[config.mk]
export PLATFORM = sky130hd
export DESIGN_NAME = calc2_port_initiator
export DESIGN_NICKNAME = d
export VERILOG_FILES = /design/src/rtl/calc2_port_initiator.sv
export SDC_FILE = /design/constraint.sdc
export NUM_CORES = 1
export LEC_CHECK = 0
export CAP_MARGIN = 20
export CORE_ASPECT_RATIO = 1.1
export CORE_MARGIN = 2
export CORE_UTILIZATION = 49
export DETAILED_ROUTE_END_ITERATION = 8
export GPL_TIMING_DRIVEN = 0
export HOLD_SLACK_MARGIN = 0.02
export PLACE_DENSITY = 0.83
export SLEW_MARGIN = 20
export SYNTH_ARGS = -nofsm -noshare
export SYNTH_HDL_FRONTEND = slang
export SYNTH_SLANG_ARGS = --single-unit
[constraint.sdc]
create_clock -name c_clk -period 9.5 [get_ports c_clk]
set_input_delay 1.425 -clock c_clk [delete_from_list [all_inputs] [get_ports c_clk]]
set_output_delay 1.425 -clock c_clk [all_outputs]
set_load 0.05 [all_outputs]
[src/rtl/calc2_port_initiator.sv]
// Request-side initiator for one calc2 port: allocates one of four tags, drives the
// two-beat command/operand sequence and retires tags on matching responses or timeout.
module calc2_port_initiator #(
    parameter int TIMEOUT = 64,
    localparam int CNT_W = $clog2(TIMEOUT + 1)
) (
    input  logic        c_clk,
    input  logic        reset,
    input  logic        op_valid,
    output logic        op_ready,
    input  logic [3:0]  op_cmd,
    input  logic [31:0] op_data1,
    input  logic [31:0] op_data2,
    output logic [3:0]  req_cmd_out,
    output logic [31:0] req_data_out,
    output logic [1:0]  req_tag_out,
    input  logic [1:0]  out_resp,
    input  logic [31:0] out_data,
    input  logic [1:0]  out_tag,
    output logic        rsp_valid,
    output logic [1:0]  rsp_resp,
    output logic [31:0] rsp_data,
    output logic [1:0]  rsp_tag,
    output logic        rsp_timeout,
    output logic        err_unexp,
    output logic [3:0]  busy_tags,
    output logic        dbg_state
);

    typedef enum logic {
        ST_IDLE  = 1'b0,
        ST_SEND2 = 1'b1
    } state_t;

    localparam logic [CNT_W-1:0] CNT_MAX = CNT_W'(TIMEOUT);

    state_t           r_state;
    state_t           w_state_nxt;
    logic [3:0]       r_busy;
    logic [3:0]       w_busy_nxt;
    logic [CNT_W-1:0] r_cnt [4];
    logic [31:0]      r_op_data2;

    logic             r_op_ready;
    logic             w_op_ready_nxt;
    logic [3:0]       r_req_cmd;
    logic [3:0]       w_req_cmd_nxt;
    logic [31:0]      r_req_data;
    logic [31:0]      w_req_data_nxt;
    logic [1:0]       r_req_tag;
    logic [1:0]       w_req_tag_nxt;

    logic             r_rsp_valid;
    logic [1:0]       r_rsp_resp;
    logic [31:0]      r_rsp_data;
    logic [1:0]       r_rsp_tag;
    logic             r_rsp_timeout;
    logic             r_err_unexp;

    logic             w_accept;
    logic             w_has_free;
    logic [1:0]       w_free_tag;
    logic [3:0]       w_expired;
    logic [1:0]       w_to_tag;
    logic             w_to_valid;
    logic             w_rsp_hit;
    logic             w_rsp_miss;

    // Upstream handshake: an operation transfers on a rising edge where op_valid and
    // op_ready are both high; op_ready is a registered view of "idle with a free tag".
    assign w_accept   = (r_state == ST_IDLE) && r_op_ready && op_valid && w_has_free;
    assign w_rsp_hit  = (out_resp != 2'b00) && r_busy[out_tag];
    assign w_rsp_miss = (out_resp != 2'b00) && !r_busy[out_tag];
    assign w_to_valid = !w_rsp_hit && (|w_expired);

    // Lowest-index free tag and lowest-index expired tag.
    always_comb begin
        w_has_free = 1'b0;
        w_free_tag = 2'd0;
        w_expired  = 4'd0;
        w_to_tag   = 2'd0;
        for (int i = 3; i >= 0; i--) begin
            if (!r_busy[i]) begin
                w_has_free = 1'b1;
                w_free_tag = 2'(i);
            end
            if (r_busy[i] && (r_cnt[i] == CNT_MAX)) begin
                w_expired[i] = 1'b1;
                w_to_tag     = 2'(i);
            end
        end
    end

    // Allocation reads r_busy, so a tag freed on this edge is never reused on it.
    always_comb begin
        w_busy_nxt = r_busy;
        if (w_rsp_hit) begin
            w_busy_nxt[out_tag] = 1'b0;
        end else if (w_to_valid) begin
            w_busy_nxt[w_to_tag] = 1'b0;
        end
        if (w_accept) begin
            w_busy_nxt[w_free_tag] = 1'b1;
        end
    end

    always_comb begin
        w_state_nxt    = r_state;
        w_req_cmd_nxt  = 4'd0;
        w_req_data_nxt = 32'd0;
        w_req_tag_nxt  = 2'd0;
        case (r_state)
            ST_IDLE: begin
                if (w_accept) begin
                    w_state_nxt    = ST_SEND2;
                    w_req_cmd_nxt  = op_cmd;
                    w_req_data_nxt = op_data1;
                    w_req_tag_nxt  = w_free_tag;
                end
            end
            ST_SEND2: begin
                w_state_nxt    = ST_IDLE;
                w_req_data_nxt = r_op_data2;
                w_req_tag_nxt  = r_req_tag;
            end
            default: w_state_nxt = ST_IDLE;
        endcase
        w_op_ready_nxt = (w_state_nxt == ST_IDLE) && (w_busy_nxt != 4'hF);
    end

    always_ff @(posedge c_clk or posedge reset) begin
        if (reset) begin
            r_state    <= ST_IDLE;
            r_busy     <= 4'd0;
            r_op_data2 <= 32'd0;
            r_op_ready <= 1'b0;
            r_req_cmd  <= 4'd0;
            r_req_data <= 32'd0;
            r_req_tag  <= 2'd0;
        end else begin
            r_state    <= w_state_nxt;
            r_busy     <= w_busy_nxt;
            r_op_ready <= w_op_ready_nxt;
            r_req_cmd  <= w_req_cmd_nxt;
            r_req_data <= w_req_data_nxt;
            r_req_tag  <= w_req_tag_nxt;
            if (w_accept) begin
                r_op_data2 <= op_data2;
            end
        end
    end

    // Counters saturate at TIMEOUT; a stale value on a freed tag is cleared on reallocation.
    always_ff @(posedge c_clk or posedge reset) begin
        if (reset) begin
            for (int i = 0; i < 4; i++) begin
                r_cnt[i] <= '0;
            end
        end else begin
            for (int i = 0; i < 4; i++) begin
                if (w_accept && (w_free_tag == 2'(i))) begin
                    r_cnt[i] <= '0;
                end else if (r_busy[i] && (r_cnt[i] != CNT_MAX)) begin
                    r_cnt[i] <= r_cnt[i] + 1'b1;
                end
            end
        end
    end

    always_ff @(posedge c_clk or posedge reset) begin
        if (reset) begin
            r_rsp_valid   <= 1'b0;
            r_rsp_resp    <= 2'd0;
            r_rsp_data    <= 32'd0;
            r_rsp_tag     <= 2'd0;
            r_rsp_timeout <= 1'b0;
            r_err_unexp   <= 1'b0;
        end else begin
            r_err_unexp <= w_rsp_miss;
            if (w_rsp_hit) begin
                r_rsp_valid   <= 1'b1;
                r_rsp_resp    <= out_resp;
                r_rsp_data    <= out_data;
                r_rsp_tag     <= out_tag;
                r_rsp_timeout <= 1'b0;
            end else if (w_to_valid) begin
                r_rsp_valid   <= 1'b1;
                r_rsp_resp    <= 2'd0;
                r_rsp_data    <= 32'd0;
                r_rsp_tag     <= w_to_tag;
                r_rsp_timeout <= 1'b1;
            end else begin
                r_rsp_valid   <= 1'b0;
                r_rsp_resp    <= 2'd0;
                r_rsp_data    <= 32'd0;
                r_rsp_tag     <= 2'd0;
                r_rsp_timeout <= 1'b0;
            end
        end
    end

    assign op_ready     = r_op_ready;
    assign req_cmd_out  = r_req_cmd;
    assign req_data_out = r_req_data;
    assign req_tag_out  = r_req_tag;
    assign rsp_valid    = r_rsp_valid;
    assign rsp_resp     = r_rsp_resp;
    assign rsp_data     = r_rsp_data;
    assign rsp_tag      = r_rsp_tag;
    assign rsp_timeout  = r_rsp_timeout;
    assign err_unexp    = r_err_unexp;
    assign busy_tags    = r_busy;
    assign dbg_state    = r_state;

endmodule

# --- Word level (Yosys, flattened, before mapping) ---
# Cells that the tools add are included.
totals:
  output_inout_bits: 83
  inputBits: 107
  mem_bits_rw: 0
  rom_bits: 0
  memories: 0
  register_bits: 143
  latch_bits: 0
classes:
  n_lt_le_gt_ge: 6
  add_sub_neg: 4
  muxes: 50
  n_eq_ne: 12
  div_mod_pow: 0
  multipliers: 0
  n_reduce_logical: 31
  shift: 0
  bitwise_logic: 7
op_table:
  columns: ["op", "count"]
  rows:
  - ["two-way mux 32 bit", 2]
  - ["one-hot mux 32 bit (2 select lines)", 1]
  - ["two-way mux 7 bit", 8]
  - ["adder 7 x 1 -> 7 bit (second input constant)", 4]
  - ["== test 7 bit (second input constant)", 4]
  - ["!= test 7 bit (second input constant)", 4]
  - ["two-way mux 2 bit", 13]
  - ["logical AND 1 bit", 22]
  - ["two-way mux 4 bit", 5]
  - ["two-way mux 1 bit", 16]
  - ["nonzero test 2 bit", 5]
  - ["< comparator 2 x 3 -> 1 bit (second input constant)", 3]
  - ["bitwise AND 4 bit", 2]
  - ["NOT 4 bit", 2]
  - ["demux 1 bit (select 2 bit)", 3]
  - ["greater-or-equal comparator 2 x 1 -> 1 bit (second input constant)", 3]
  - ["== test 2 bit (second input constant)", 2]
  - ["!= test 4 bit (second input constant)", 1]
  - ["OR 4 bit", 1]
  - ["OR reduction 4 bit", 1]
  - ["binary-select mux 1 bit (select 2 bit)", 1]
  - ["== test 2 x 1 -> 1 bit (second input constant)", 1]
  - ["zero test 1 bit", 2]
  - ["zero test 2 bit", 1]
  - ["2 further kinds", 3]

# --- Longest topological paths before layout ---
# Gate-level depths: netlist of the first run.
logic_depth:
  depth_word: 18
  depth_mapped: 7

# --- Least setup slack after synthesis of the first run ---
# OpenSTA, ideal clock, no wires.
synth_timing:
  kind: "in2reg"
  startpoint: "input port out_tag[1]"
  endpoint: "register r_op_ready (netlist: op_ready)"
  stages: 5
  path_slack_ps: 6978
  setup_ps: 84
  arrival_ps: 2439
  path_cell_list: "mux2_2 > a22o_4 > nor3b_2 > o21bai_2 > a41oi_2"
synth_via:
  elab_chain_len: 11
synth_rtl:
  columns: ["element", "line", "text"]
  rows:
  - ["start, declared", "19", "input logic [1:0] out_tag,"]
  - ["< comparator 2 x 3 -> 1 bit (implied by the code) (tied with other cells)", "98", "w_busy_nxt[out_tag] = 1'b0;"]
  - ["logical AND 1 bit (implied by the code) or two-way mux 1 bit (tied branches)", "98, 72", null]
  - ["two-way mux 1 bit (implied by the code) or logical AND 1 bit (tied branches)", "98, 72", null]
  - ["demux 1 bit (select 2 bit) or zero test 1 bit (tied branches)", "98, 74", null]
  - ["NOT 4 bit (no source line) or logical AND 1 bit (tied branches)", null, null]
  - ["bitwise AND 4 bit (no source line) or two-way mux 4 bit (tied branches)", null, null]
  - ["two-way mux 4 bit (*)", "97", "if (w_rsp_hit) begin"]
  - ["OR 4 bit (no source line)", null, null]
  - ["two-way mux 4 bit (*)", "102", "if (w_accept) begin"]
  - ["via w_busy_nxt[1]", "40", "logic [3:0] w_busy_nxt;"]
  - ["!= test 4 bit (*)", "128", "w_op_ready_nxt = (w_state_nxt == ST_IDLE) && (w_busy_nxt != 4'hF);"]
  - ["logical AND 1 bit (*)", "128", null]
  - ["via w_op_ready_nxt", "45", "logic w_op_ready_nxt;"]
  - ["end signal, assigned", "143", "r_op_ready <= w_op_ready_nxt;"]
  - ["end, declared", "44", "logic r_op_ready;"]
# The timed path passes the listed nets; every way through them passes the cells marked *. The select of a mux whose other input is x is not followed.
# A chain may end at the register's enable or synchronous reset.

# --- Final worst setup path of the first run ---
layout_timing:
  startpoint: "register r_busy[0] (netlist: busy_tags[0])"
  endpoint: "output port busy_tags[0]"
layout_rtl:
  columns: ["element", "line", "text"]
  rows:
  - ["start, declared", "39", "logic [3:0] r_busy;"]
  - ["start signal, assigned", "142", "r_busy <= w_busy_nxt;"]
  - ["end, declared", "26", "output logic [3:0] busy_tags,"]
# No word-level cell between the ends.

==> results of run 1 <==
[layout make-up]
class / instances / area (um2) / share of cell area
Inverter: 9 / 41.3 / 0.00491
Clock buffer: 25 / 485 / 0.0578
Timing Repair Buffer: 190 / 1920 / 0.228
Clock inverter: 6 / 130 / 0.0155
Buffer: 18 / 85.1 / 0.0101
Sequential cell: 143 / 3580 / 0.426
Multi-Input combinational cell: 261 / 1980 / 0.235
Tap cell: 150 / 188 / 0.0223
[path summary, 6_finish.rpt]
check / start / slack, ns / cells after the start / endpoint
max: busy_tags[0] / 6.28 / 1 / busy_tags[0]
min: r_op_data2[5] / 0.50 / 1 / req_data_out[5]
max reg2reg: dbg_state / 7.52 / 5 / r_op_data2[17]
min reg2reg: r_op_data2[5] / 0.50 / 1 / req_data_out[5]
max in group asynchronous: reset / 7.32 / 3 / req_data_out[7]
min in group asynchronous: reset / 1.41 / 2 / rsp_data[25]
[logic make-up (layout without fill, tap and decap cells)]
| kind of cell | Yosys count | after routing | share of synthesized area |
|---|---|---|---|
| xor gates and xnor gates | 18 | 18 | 0.0278 |
| AOI/OAI and AO/OA | 72 | 72 | 0.102 |
| adders and majority gates | 8 | 8 | 0.0176 |
| DFF | 143 | 143 | 0.631 |
| and+or+nand+nor | 126 | 126 | 0.127 |
| muxes | 37 | 37 | 0.0734 |
| buffers and inverters | 27 | 248 | 0.0210 |
[state kept, by name (all words and copies together) (netlist names)]
name	cells
dbg_state	1
busy_tags	4
rsp_timeout	1
req_cmd_out	4
r_op_data2	32
req_data_out	32
req_tag_out	2
r_cnt	28
rsp_tag	2
op_ready	1
rsp_resp	2
rsp_data	32
rsp_valid	1
err_unexp	1
[metal layers]
layer,global-route usage,wire [um],vias to the layer above
met5,0,0,-
met4,0.0926,326,0
met3,0.0925,1010,25
met2,0.403,7330,149
met1,0.257,5080,2103
li1,-,-,1924
[power by group through the flow]
stage / combinational [mW] / clock, mW / sequential, mW
after floorplan: 0.304 / 0 / 1.12
after global placement: 0.799 / 0 / 0.884
after detailed placement: 0.826 / 0 / 0.893
after CTS: 0.831 / 0.703 / 0.888
after global routing: 0.883 / 0.735 / 0.908
final: 0.824 / 0.694 / 0.888
[placed cells by master (no fill, tap or decap), drive strengths merged, types with 4 or more instances in the layout]
cell / instances
clkbuf: 34
mux2: 37
a21oi: 4
bufinv: 4
nand3: 13
inv: 9
nand2b: 4
nand2: 20
clkdlybuf4s50: 189
and2: 40
nor2: 22
dfrtp: 143
a22o: 35
and3: 4
ha: 8
o21ai: 14
buf: 10
nand4: 10
xor2: 15
a21boi: 5
[worst reg2reg max path: cells and delay by family (launching register included)]
family | cells | cell delay (ns)
flip-flops | 1 | 0.38
AO/OA/AOI/OAI | 1 | 0.36
multiplexers | 1 | 0.38
buffers and inverters | 2 | 0.56
AND/OR/NAND/NOR | 1 | 0.20
==> impl_metrics.py, run 1 <==
metrics = {
    "run_status": {
        "status": "completed",
    },
    "global_routing": {
        "grt_pass1_wl_um": 21800,
        "grt_antenna_before_repair": 0,
        "grt_max_degree": 97,
        "grt_usage": 0.232,
        "grt_pass1_vias": 4386,
        "gr-total-overflow": 0,
    },
    "logic_synthesis": {
        "avgSynthCellArea_um2": 13.2,
        "synth_cell_types": 45,
        "ys_seq_elements": 143,
        "synth.most_common_cell": "dfrtp_1",
        "synth_seq_area_share": 0.631,
        "synthesis.instances": 431,
        "async_reset_ff_frac": 1.00,
        "synth_warnings": 0,
        "synth_area_um2": 5670,
        "synth_common_cells": "143 x dfrtp_1, 40 x and2_1, 36 x mux2_2, 34 x a22o_1, 20 x nand2_1",
        "yosysTopAreaCell": "dfrtp_1",
        "synth_top_area_share": 0.631,
        "synth_nets": 546,
        "synth.area.top_cells": "dfrtp_1 63%, mux2_2 7.1%, a22o_1 5.2%, and2_1 4.4%, xor2_1 2.3%",
        "synth_edf_count": 0,
        "synthFlopType": "dfrtp_1",
    },
    "cells_and_area": {
        "stdcell_area_um2": 8400,
        "area_growth_pct": 48.1,
        "num-nets-final": 755,
        "final_core_util": 0.738,
        "diodes": 0,
        "drive_gt1_frac": 0.132,
        "finalNonFillerCells": 802,
        "fill_cells": 784,
    },
    "timing": {
        "fin_skew_ns": 0.00798,
        "max_freq_mhz": 310,
        "worst_pin_slew_ns": 0.566,
        "fin_crit_ns": 3.22,
        "rsz0062_at_grt": "no",
        "slew_violations": 0,
        "finalHoldViolations": 0,
        "min_period_over_period": 0.339,
        "finalSetupTns_ns": 0,
        "slew-limit-headroom": 0.622,
        "layout_setup_ws_ns": 6.28,
        "setup_viol": 0,
        "whs_ns": 0.502,
    },
    "power": {
        "seq_power_share": 0.369,
        "finalPower_mw": 2.41,
        "p_int_mw": 1.56,
        "peakVddDrop_uv": 154,
        "switchingPower_mw": 0.846,
        "power_frac_comb": 0.343,
        "swShare": 0.351,
        "power_density_nw_per_um2": 286,
        "p_clk_frac": 0.288,
        "p_leak_nw": 3.71,
    },
    "floorplan": {
        "core.rowCount": 41,
        "start_util": 0.498,
        "ioPinCount": 190,
        "die-area_um2": 12500,
        "core_area_um2": 11400,
        "die_x_um": 107,
        "die_y_um": 117,
    },
    "worst_setup_path": {
        "crit_required_ns": 8.08,
        "endpoint_kind": "output pin",
        "worstSetupPathType": "reg2out",
        "startpoint_type": "flip-flop",
        "crit_path_top_delay_cell": "clkdlybuf4s50_1",
        "path_buf_inv": 1,
        "cp_max_fo": 7,
        "cp_cell_sequence": "clkdlybuf4s50_1",
        "cpLargestDelayFamily": "buffers and inverters",
        "worstPathArrival_ns": 1.80,
        "max_stage_delay_ns": 0.88,
    },
    "clocking": {
        "post_cts_buffers": 0,
        "clkSinkCount": 143,
        "cts_root_buffer": "clkbuf_16",
        "cts_max_path_buffers": 2,
        "cts_resized": 0,
        "cts.clk_slew.worst_paths_ns": 0.06,
        "cts_hold_buf": 0,
        "cts_buffers": 17,
        "cts_max_level": 4,
        "cts_tree": "done",
        "clk_latency_ns": 0.42,
    },
    "place": {
        "preCtsSetupSlack_ns": 6.16,
        "io_buffers": 189,
        "dpl_cell_area_um2": 7790,
        "place.gp.congestion": 0.771,
        "post-dp-hpwl_um": 9920,
        "placed_cells": 771,
    },
    "job": {
        "drv_cap": 0,
    },
    "routing": {
        "wl_um": 13800,
        "avgRoutedWirePerCell_um": 17.2,
        "drtIter0Drc": 135,
        "vias": 4201,
        "viasPerCell": 5.24,
        "ant_nets": 0,
        "firstDrtPassIters": 5,
        "drc_errors": 0,
    },
    "worst_hold_path": {
        "hp-class": "reg2reg",
    },
}
(Power assumes the default switching activity.)
==> run 2: changes to the inputs <==
--- a/config.mk
+++ b/config.mk
@@ -8,11 +8,11 @@
 export CAP_MARGIN = 20
 export CORE_ASPECT_RATIO = 1.1
 export CORE_MARGIN = 2
-export CORE_UTILIZATION = 49
+export CORE_UTILIZATION = 41
 export DETAILED_ROUTE_END_ITERATION = 8
 export GPL_TIMING_DRIVEN = 0
 export HOLD_SLACK_MARGIN = 0.02
-export PLACE_DENSITY = 0.83
+export PLACE_DENSITY = 0.74
 export SLEW_MARGIN = 20
 export SYNTH_ARGS = -nofsm -noshare
 export SYNTH_HDL_FRONTEND = slang
==> constraint.sdc (replaced) <==
create_clock -name c_clk -period 2.6 [get_ports c_clk]
set_input_delay 0.39 -clock c_clk [delete_from_list [all_inputs] [get_ports c_clk]]
set_output_delay 0.39 -clock c_clk [all_outputs]
set_load 0.05 [all_outputs]
==> impl_metrics.py, run 2 (synthesis results as in run 1) <==
metrics = {
    "worst_setup_path": {
        "crit_required_ns": 2.21,
        "cp_max_fo": 7,
        "path_buf_inv": 1,
        "max_stage_delay_ns": 0.87,
        "crit_path_top_delay_cell": "clkdlybuf4s50_1",
        "cp_cell_sequence": "clkdlybuf4s50_1",
        "worstPathArrival_ns": 1.76,
        "worstSetupPathType": "reg2out",
        "cpLargestDelayFamily": "buffers and inverters",
        "endpoint_kind": "output pin",
        "startpoint_type": "flip-flop",
    },
    "timing": {
        "max_freq_mhz": 464,
        "finalSetupTns_ns": 0,
        "finalHoldViolations": 0,
        "worst_pin_slew_ns": 0.565,
        "slew-limit-headroom": 0.622,
        "whs_ns": 0.364,
        "fin_skew_ns": 0.00481,
        "rsz0062_at_grt": "no",
        "layout_setup_ws_ns": 0.447,
        "setup_viol": 0,
        "slew_violations": 0,
        "min_period_over_period": 0.828,
        "fin_crit_ns": 2.15,
    },
    "place": {
        "post-dp-hpwl_um": 10100,
        "io_buffers": 189,
        "place.gp.congestion": 0.820,
        "preCtsSetupSlack_ns": 0.325,
        "dpl_cell_area_um2": 7880,
    },
    "cells_and_area": {
        "final_common_cell": "clkdlybuf4s50_1",
        "area_growth_pct": 50.3,
        "final_cell_mix": "189 x clkdlybuf4s50_1, 143 x dfrtp_1, 40 x and2_1, 36 x mux2_2, 34 x a22o_1",
        "fill_cells": 1097,
        "drive_gt1_frac": 0.143,
        "num-nets-final": 758,
        "diodes": 0,
        "stdcell_area_um2": 8530,
    },
    "power": {
        "p_clk_frac": 0.294,
        "switchingPower_mw": 3.10,
        "seq_power_share": 0.366,
        "peakVddDrop_uv": 510,
        "power_density_nw_per_um2": 1040,
        "p_leak_nw": 3.73,
        "finalPower_mw": 8.84,
        "p_int_mw": 5.74,
        "swShare": 0.351,
        "power_frac_comb": 0.341,
    },
    "clocking": {
        "cts_tree": "done",
        "cts_hold_buf": 0,
        "clkSinkCount": 143,
        "post_cts_buffers": 0,
        "cts_buffers": 17,
        "cts_root_buffer": "clkbuf_16",
        "cts_max_path_buffers": 2,
        "cts.clk_slew.worst_paths_ns": 0.06,
        "clk_latency_ns": 0.41,
        "cts_resized": 0,
        "cts_max_level": 4,
    },
    "routing": {
        "viasPerCell": 4.94,
        "firstDrtPassIters": 4,
        "drtIter0Drc": 151,
        "drc_errors": 0,
        "wl_um": 13400,
        "avgRoutedWirePerCell_um": 15.9,
        "vias": 4167,
        "ant_nets": 0,
    },
    "global_routing": {
        "grt_pass1_vias": 4427,
        "grt_antenna_before_repair": 0,
        "grt_max_degree": 36,
        "grt_usage": 0.191,
        "gr-total-overflow": 0,
        "grt_pass1_wl_um": 21600,
    },
    "run_status": {
        "status": "completed",
    },
    "floorplan": {
        "core_area_um2": 13700,
        "die_y_um": 127,
        "start_util": 0.415,
        "ioPinCount": 190,
        "die_x_um": 116,
        "core.rowCount": 45,
        "die-area_um2": 14800,
    },
    "worst_hold_path": {
        "hp-class": "in2async",
    },
    "job": {
        "drv_cap": 0,
    },
}
[run 2: cell types whose count changed in the layout (fill, tap and decap cells not counted), sizes merged]
cell and delta:
buf +3, clkinv +1, inv -1, clkbuf -3, clkinvlp +4
[run 2: worst paths after layout]
path,slack [ns],start,depth (start not counted),to
min in group c_clk,0.49,req_tag_out[1],1,req_tag_out[1]
max reg2reg,0.67,dbg_state,5,r_op_data2[16]
min,0.36,reset,2,rsp_data[0]
max in group asynchronous,1.26,reset,5,rsp_data[27]
min reg2reg,0.49,req_tag_out[1],1,req_tag_out[1]
max,0.45,busy_tags[0],1,busy_tags[0]
[run 2: worst reg2reg max path, cell delays in order (launching register included)]
cell      delay, ns
dfrtp_1        0.37
buf_2          0.19
nand3b_4       0.20
a41oi_2        0.34
buf_2          0.34
mux2_2         0.38
[run 2: cell type report]
| cell class | instances | area, um2 | share of cell area |
|---|---|---|---|
| multi-input cells | 261 | 1980 | 0.232 |
| well taps | 188 | 235 | 0.0276 |
| clock inverters | 10 | 158 | 0.0185 |
| plain buffers | 18 | 85.1 | 0.00998 |
| clock buffers | 22 | 484 | 0.0568 |
| inverters | 9 | 37.5 | 0.00440 |
| flip-flops and latches | 143 | 3580 | 0.420 |
| repair buffers | 193 | 1970 | 0.231 |
[run 2: through the flow]
stage / std cells / utilization
6_report: 844 / 0.623
5_1_grt: 844 / 0.623
4_1_cts: 844 / 0.623
3_5_place_dp: 812 / 0.576
3_3_place_gp: 808 / 0.570
2_1_floorplan: 431 / -
[run 2: layer usage]
layer | wire (um) | GRT usage | up-vias
li1 | - | - | 1940
met1 | 5060 | 0.215 | 2032
met2 | 7000 | 0.324 | 165
met3 | 1090 | 0.0740 | 30
met4 | 298 | 0.0749 | 0
met5 | 0 | 0 | -
[run 2: power by group through the flow]
stage	registers [mW]	clock network, mW	logic [mW]
6_report	3.23	2.59	3.01
5_1_grt	3.30	2.75	3.24
4_1_cts	3.23	2.64	3.04
3_5_place_dp	3.26	0	3.03
3_3_place_gp	3.23	0	2.92
2_1_floorplan	4.09	0	1.11
